## src/rtl/seq_match_ctrl_if.sv

```systemverilog
// Bus bundle for seq_match_ctrl: configuration, run control, the serial
// bit stream with its valid/ready handshake, and the status outputs.
// master = the side that configures the block and feeds it bits.
// slave  = the detector itself.
interface seq_match_ctrl_if #(
    parameter int PAT_W = 4,
    parameter int CNT_W = 8,
    parameter int LEN_W = $clog2(PAT_W) + 1
) ();
    // configuration
    logic             cfg_load;
    logic [PAT_W-1:0] cfg_pattern;
    logic [LEN_W-1:0] cfg_len;
    logic [CNT_W-1:0] cfg_target;
    logic             cfg_err;
    // run control
    logic             start;
    logic             abort;
    // serial stream
    logic             bit_valid;
    logic             bit_in;
    logic             bit_ready;
    // status
    logic             match;
    logic [CNT_W-1:0] match_cnt;
    logic             busy;
    logic             done;

    modport master (
        output cfg_load, cfg_pattern, cfg_len, cfg_target,
        output start, abort, bit_valid, bit_in,
        input  cfg_err, bit_ready, match, match_cnt, busy, done
    );

    modport slave (
        input  cfg_load, cfg_pattern, cfg_len, cfg_target,
        input  start, abort, bit_valid, bit_in,
        output cfg_err, bit_ready, match, match_cnt, busy, done
    );
endinterface

```

## src/rtl/seq_match_ctrl.sv

```systemverilog
// seq_match_ctrl: run-time configurable Mealy serial pattern detector with an
// IDLE/RUN/DONE run-control FSM. A pattern (right-aligned, MSB first on the
// wire), its length and a target match count are loaded in IDLE; a run then
// accepts bits over valid/ready, pulses match on the last bit of each
// occurrence, counts matches and stops in DONE once a nonzero target is hit.
//
// Optional build macro SEQ_NO_OVERLAP_EN: when defined, a counted match
// empties the fill count so the next occurrence needs len fresh bits
// (non-overlapping detection). Undefined: overlapping detection.
module seq_match_ctrl #(
    parameter int PAT_W = 4,
    parameter int CNT_W = 8,
    parameter int LEN_W = $clog2(PAT_W) + 1
) (
    input  logic            clk,
    input  logic            rst,
    seq_match_ctrl_if.slave bus
);

    localparam logic [LEN_W-1:0] LEN_MAX = LEN_W'(PAT_W);

    typedef enum logic [1:0] {
        ST_IDLE = 2'd0,
        ST_RUN  = 2'd1,
        ST_DONE = 2'd2
    } state_t;

    state_t           state_q;
    logic             busy_q;
    logic             done_q;
    logic             cfg_err_q;
    logic [CNT_W-1:0] cnt_q;

    logic [PAT_W-1:0] pat_q;
    logic [LEN_W-1:0] len_q;
    logic [CNT_W-1:0] tgt_q;

    logic [PAT_W-1:0] hist_q, hist_d;
    logic [LEN_W-1:0] fill_q, fill_d;

    logic             accepted;
    logic [PAT_W-1:0] window;
    logic [PAT_W-1:0] len_mask;
    logic             pat_hit;
    logic             fill_ok;
    logic             match;
    logic [CNT_W-1:0] cnt_inc;
    logic             tgt_hit;
    logic             cfg_legal;
    logic             start_run;
    logic [LEN_W-1:0] fill_inc;

    // A bit is taken only while running and not being aborted; abort wins
    // even though bit_ready is still high that cycle.
    assign accepted = busy_q && bus.bit_valid && !bus.abort;

    // Candidate window: the newest PAT_W bits including the one on the wire.
    assign window = {hist_q[PAT_W-2:0], bus.bit_in};

    // Select only the low len bits of the window for comparison.
    for (genvar gi = 0; gi < PAT_W; gi++) begin : g_mask
        assign len_mask[gi] = (LEN_W'(gi) < len_q);
    end

    assign pat_hit  = ((window ^ pat_q) & len_mask) == '0;
    // len_q is never 0, so len_q-1 cannot wrap.
    assign fill_ok  = (fill_q >= (len_q - LEN_W'(1)));
    assign match    = accepted && fill_ok && pat_hit;

    // Saturate at all-ones so a target of 0 (free run) cannot wrap the count.
    assign cnt_inc  = (&cnt_q) ? cnt_q : cnt_q + CNT_W'(1);
    assign tgt_hit  = (tgt_q != '0) && (cnt_inc == tgt_q);

    assign fill_inc = (fill_q == LEN_MAX) ? fill_q : fill_q + LEN_W'(1);

    assign cfg_legal = (bus.cfg_len != '0) && (bus.cfg_len <= LEN_MAX);

    // Entry into RUN: from IDLE on start, from DONE on start unless aborted.
    assign start_run = bus.start &&
                       ((state_q == ST_IDLE) ||
                        ((state_q == ST_DONE) && !bus.abort));

    // History / fill next state: cleared on run entry, shifted on accept.
    always_comb begin
        hist_d = hist_q;
        fill_d = fill_q;
        if (start_run) begin
            hist_d = '0;
            fill_d = '0;
        end else if (accepted) begin
            hist_d = window;
`ifdef SEQ_NO_OVERLAP_EN
            fill_d = match ? '0 : fill_inc;
`else
            fill_d = fill_inc;
`endif
        end
    end

    // History shift register and fill counter.
    always_ff @(posedge clk or posedge rst) begin
        if (rst) begin
            hist_q <= '0;
            fill_q <= '0;
        end else begin
            hist_q <= hist_d;
            fill_q <= fill_d;
        end
    end

    // Configuration latch: only legal loads in IDLE are taken.
    always_ff @(posedge clk or posedge rst) begin
        if (rst) begin
            pat_q <= '0;
            len_q <= LEN_MAX;
            tgt_q <= '0;
        end else if ((state_q == ST_IDLE) && bus.cfg_load && cfg_legal) begin
            pat_q <= bus.cfg_pattern;
            len_q <= bus.cfg_len;
            tgt_q <= bus.cfg_target;
        end
    end

    // Run-control FSM with registered busy/done/cfg_err and match counter.
    always_ff @(posedge clk or posedge rst) begin
        if (rst) begin
            state_q   <= ST_IDLE;
            busy_q    <= 1'b0;
            done_q    <= 1'b0;
            cfg_err_q <= 1'b0;
            cnt_q     <= '0;
        end else begin
            cfg_err_q <= 1'b0;
            case (state_q)
                ST_IDLE: begin
                    if (bus.cfg_load && !cfg_legal) begin
                        cfg_err_q <= 1'b1;
                    end
                    if (bus.start) begin
                        state_q <= ST_RUN;
                        busy_q  <= 1'b1;
                        cnt_q   <= '0;
                    end
                end
                ST_RUN: begin
                    if (bus.abort) begin
                        state_q <= ST_IDLE;
                        busy_q  <= 1'b0;
                    end else if (match) begin
                        cnt_q <= cnt_inc;
                        if (tgt_hit) begin
                            state_q <= ST_DONE;
                            busy_q  <= 1'b0;
                            done_q  <= 1'b1;
                        end
                    end
                end
                ST_DONE: begin
                    if (bus.abort) begin
                        state_q <= ST_IDLE;
                        done_q  <= 1'b0;
                    end else if (bus.start) begin
                        state_q <= ST_RUN;
                        busy_q  <= 1'b1;
                        done_q  <= 1'b0;
                        cnt_q   <= '0;
                    end
                end
                default: begin
                    state_q <= ST_IDLE;
                    busy_q  <= 1'b0;
                    done_q  <= 1'b0;
                end
            endcase
        end
    end

    assign bus.bit_ready = busy_q;
    assign bus.busy      = busy_q;
    assign bus.done      = done_q;
    assign bus.match     = match;
    assign bus.match_cnt = cnt_q;
    assign bus.cfg_err   = cfg_err_q;

endmodule

```

## src/flat_wrapper.sv

```systemverilog
// flat-port wrapper written by rule: the top's interface ports become plain ports
module seq_match_ctrl_flat 
#(
    parameter int PAT_W = 4,
    parameter int CNT_W = 8,
    parameter int LEN_W = $clog2(PAT_W) + 1
)
  (clk, rst, bus_cfg_load, bus_cfg_pattern, bus_cfg_len, bus_cfg_target, bus_start, bus_abort, bus_bit_valid, bus_bit_in, bus_cfg_err, bus_bit_ready, bus_match, bus_match_cnt, bus_busy, bus_done);
  seq_match_ctrl_if #(.PAT_W(PAT_W), .CNT_W(CNT_W), .LEN_W(LEN_W)) bus_i ();
  input  logic clk;
  input  logic rst;
  input wire logic [$bits(bus_i.cfg_load)-1:0] bus_cfg_load;
  input wire logic [$bits(bus_i.cfg_pattern)-1:0] bus_cfg_pattern;
  input wire logic [$bits(bus_i.cfg_len)-1:0] bus_cfg_len;
  input wire logic [$bits(bus_i.cfg_target)-1:0] bus_cfg_target;
  input wire logic [$bits(bus_i.start)-1:0] bus_start;
  input wire logic [$bits(bus_i.abort)-1:0] bus_abort;
  input wire logic [$bits(bus_i.bit_valid)-1:0] bus_bit_valid;
  input wire logic [$bits(bus_i.bit_in)-1:0] bus_bit_in;
  output wire logic [$bits(bus_i.cfg_err)-1:0] bus_cfg_err;
  output wire logic [$bits(bus_i.bit_ready)-1:0] bus_bit_ready;
  output wire logic [$bits(bus_i.match)-1:0] bus_match;
  output wire logic [$bits(bus_i.match_cnt)-1:0] bus_match_cnt;
  output wire logic [$bits(bus_i.busy)-1:0] bus_busy;
  output wire logic [$bits(bus_i.done)-1:0] bus_done;
  assign bus_i.cfg_load = bus_cfg_load;
  assign bus_i.cfg_pattern = bus_cfg_pattern;
  assign bus_i.cfg_len = bus_cfg_len;
  assign bus_i.cfg_target = bus_cfg_target;
  assign bus_i.start = bus_start;
  assign bus_i.abort = bus_abort;
  assign bus_i.bit_valid = bus_bit_valid;
  assign bus_i.bit_in = bus_bit_in;
  assign bus_cfg_err = bus_i.cfg_err;
  assign bus_bit_ready = bus_i.bit_ready;
  assign bus_match = bus_i.match;
  assign bus_match_cnt = bus_i.match_cnt;
  assign bus_busy = bus_i.busy;
  assign bus_done = bus_i.done;
  seq_match_ctrl #(.PAT_W(PAT_W), .CNT_W(CNT_W), .LEN_W(LEN_W)) u_core (.clk(clk), .rst(rst), .bus(bus_i));
endmodule
```

## config.mk

```make
export PLATFORM = sky130hd
export DESIGN_NAME = seq_match_ctrl_flat
export DESIGN_NICKNAME = d
export VERILOG_FILES = /design/src/rtl/seq_match_ctrl_if.sv /design/src/rtl/seq_match_ctrl.sv /design/src/flat_wrapper.sv
export SDC_FILE = /design/constraint.sdc
export NUM_CORES = 1
export LEC_CHECK = 0
export BUFFER_PORTS_ARGS = -buffer_cell sky130_fd_sc_hd__buf_2
export CAP_MARGIN = 10
export CORE_UTILIZATION = 35
export CTS_CLUSTER_DIAMETER = 50
export CTS_CLUSTER_SIZE = 30
export DETAILED_ROUTE_END_ITERATION = 16
export SLEW_MARGIN = 10
export SYNTH_ARGS = -nofsm -noshare
export SYNTH_HDL_FRONTEND = slang
export SYNTH_SLANG_ARGS = --single-unit
```

## constraint.sdc

```tcl
create_clock -name clk -period 2.4 [get_ports clk]
set_clock_uncertainty 0.15 [all_clocks]
set_input_delay 0.48 -clock clk [delete_from_list [all_inputs] [get_ports clk]]
set_output_delay 0.48 -clock clk [all_outputs]
set_load 0.01 [all_outputs]
```

==> metrics.cfg <==
[placed_design]
port_buffers=34
post-place-ws_ns=0.04938
place_congestion=0.8021
dp_hpwl_um=3429

[worst_setup_path]
critPathKind=flop to primary output
endpoint=bus_match
cp_max_fo=2
regToRegSetupSlack_ns=0.03
end_kind=primary output
worstPathArrival_ns=1.79
ff2ff_path_depth=10
cp.required_ns=1.77
timing.rr.end=u_core.bus.match_cnt[0]
startpoint_type=flop
startpoint=u_core.len_q[1]
reg2reg_from=u_core.len_q[1]

[grt]
grt_pass1_vias=1604
antenna_found_initial=0
grt.total_usage=0.1672
grt_pass1_wl_um=7762
grt-ovfl-total=0
grt_max_degree=35

[clock_tree]
cts_root_buf=clkbuf_8
htreeDepth=2
clockBufferDepth=2
worst_skew_pair.late_latency_ns=0.29
cts.sinks=34
cts.reportedPaths.clkPinSlew_ns=0.07
cts-buffers-inserted=5
cts_hold_buf=0
cts_tree=yes

[floorplan]
row_count=27
die_area_mm2=0.006078
io_pins=35
die_w_um=77.96
start_util=0.3645
die_h_um=77.96
core_area_mm2=0.005540

[finish]
final_layout_size_suffix_gt1_frac=0.3605
n_antenna_cell=0
final_util=0.4544
layout_common_cells=buf_2 (34), dfrtp_1 (33), buf_4 (23)
final_nets=287
area_growth_pct=24.66
final_common_cell=buf_2

[synthesis]
synth_area_per_cell_um2=9.997
synth_edf_count=0
synth-simple-area-share=0.1772
synth_compound_area_frac=0.1506
yosysWarnings=0
synth_top_area_cell=dfrtp_1
synth_mux_area_frac=0.1035
synth_nets=232
synth_top_family_by_area=simple AND/OR/NAND/NOR gates
synthXorXnorAreaFrac=0.05638
yosys.area_share.adder=0.04957
syn_inst=202
synth_top_area_frac=0.4089
synth_flop_cell=dfrtp_1
synthTopCellsByArea=dfrtp_1 (41%), mux2_2 (8.4%), ha_1 (5.0%)
ys_seq_area_frac=0.4219
yosysUniqueCellTypes=45
synthesis.area_mm2=0.002019
postSynth.asyncResetShare=1.000
yosys_register_bits=34

[drt]
drtIter0Drc=85
drtAntennaViolNets=0
vias=1737
routed_via_density=5.264
dr.pass1.iters=4
post_drt_wl_per_cell_um=14.03
drt-total-wl_um=4629
drc_errors=0

[sta]
post-route-min-period_ns=2.421
setup_tns_ns=-0.02119
tightestPinTransition_ns=0.4330
relSlewSlack=0.7114
clock.fmax_ghz=0.4130
setup_viol=1
maxSlewViolCount=0
rsz0062_at_grt=true
post-route-period-util=1.009
fin_ws_ns=-0.02119
finalHoldViolCount=0

[min_path]
hp-class=primary input to async pin

[outcome]
failed_checks=negative setup slack
status=finished, violations left

[power_and_ir_drop]
p_per_area_mw_per_mm2=717.9
p_leak_nw=1.142
max-vdd-ir-drop_uv=348.1

[job]
cap_violations=0

cells by family (layout without fill, tap and decap cells):
family | count (synthesis) | after routing
buf+inv | 15 | 71
fa+ha+maj | 8 | 8
simple gates | 68 | 68
compound gates | 45 | 45
flops | 34 | 34
xor+xnor | 13 | 13
mux | 19 | 19
critical path, stage by stage, from the launching register on:
cell,delay [ns]
dfrtp_1,0.39
inv_2,0.09
ha_4,0.21
ha_4,0.20
a21o_1,0.16
a21oi_2,0.15
buf_4,0.13
nor2_1,0.03
buf_2,0.14
through the flow:
stage          cells  cell area (um2)  total power, mW  hold slack [ns]
2_1_floorplan    202             2019            1.119           0.3495
3_3_place_gp     316             2347            1.265           0.3608
3_5_place_dp     316             2347            1.283           0.3568
4_1_cts          328             2496            1.800           0.1532
5_1_grt          330             2517            1.930           0.1854
6_report         330             2517            1.807           0.1315
timing repair:
action / 4_1_cts / 5_1_grt
gates resized for setup: 5 / 5
pin swaps: 5 / 5
setup buffers: 4 / 2
setup endpoints to repair: 1 / 10
endpoints found under the hold margin: 0 / 0
state kept, by name, summed over array words and instances (netlist names), 2 cells and up:
name,cells
u_core.len_q,3
u_core.fill_q,3
u_core.bus.match_cnt,8
u_core.state_q,2
u_core.hist_q,3
u_core.tgt_q,8
u_core.pat_q,4
cell type report:
class,instances,area [um2]
well taps,72,90.09
repair buffers,57,342.8
flip-flops and latches,34,852.1
inverters,6,22.52
fillers,567,3023
clock buffers,8,90.09
multi-input cells,153,1120
worst min path at each step:
stage,startpoint,slack (ns),end,cells after the start
after floorplan,u_core.pat_q[1],0.35,u_core.pat_q[1],1
after global placement,u_core.bus.done,0.36,u_core.bus.done,2
after detailed placement,u_core.bus.done,0.36,u_core.bus.done,2
after CTS,rst,0.15,u_core.pat_q[3],3
after global routing,rst,0.19,u_core.pat_q[3],3
final,rst,0.13,u_core.fill_q[0],3
where the power goes:
part | switching, mW | internal (mW) | leakage (nW)
Clock | 0.199 | 0.234 | 0.0455
Combinational | 0.255 | 0.334 | 0.663
Sequential | 0.105 | 0.680 | 0.433
Total | 0.559 | 1.25 | 1.14
per-layer routing:
layer / vias to the layer above / track usage / share of wire
li1: 846 / - / -
met3: 9 / 0.03412 / 0.038
met5: - / 0 / 0
met1: 841 / 0.2259 / 0.49
met2: 41 / 0.2504 / 0.46
met4: 0 / 0.08889 / 0.021
synthesized netlist by cell type, drive strengths merged, types with 3 or more instances:
library cell and n:
and4 4, ha 8, nand3 4, buf 7, inv 6, nor4 3, a31oi 5, a31o 3
a21oi 18, mux2i 4, o21ai 5, xor2 7, nand2 18, dfrtp 33, nor2 14, mux2 15
xnor2 6, nor3 10
Note: power is estimated with default switching activity, not from simulation.
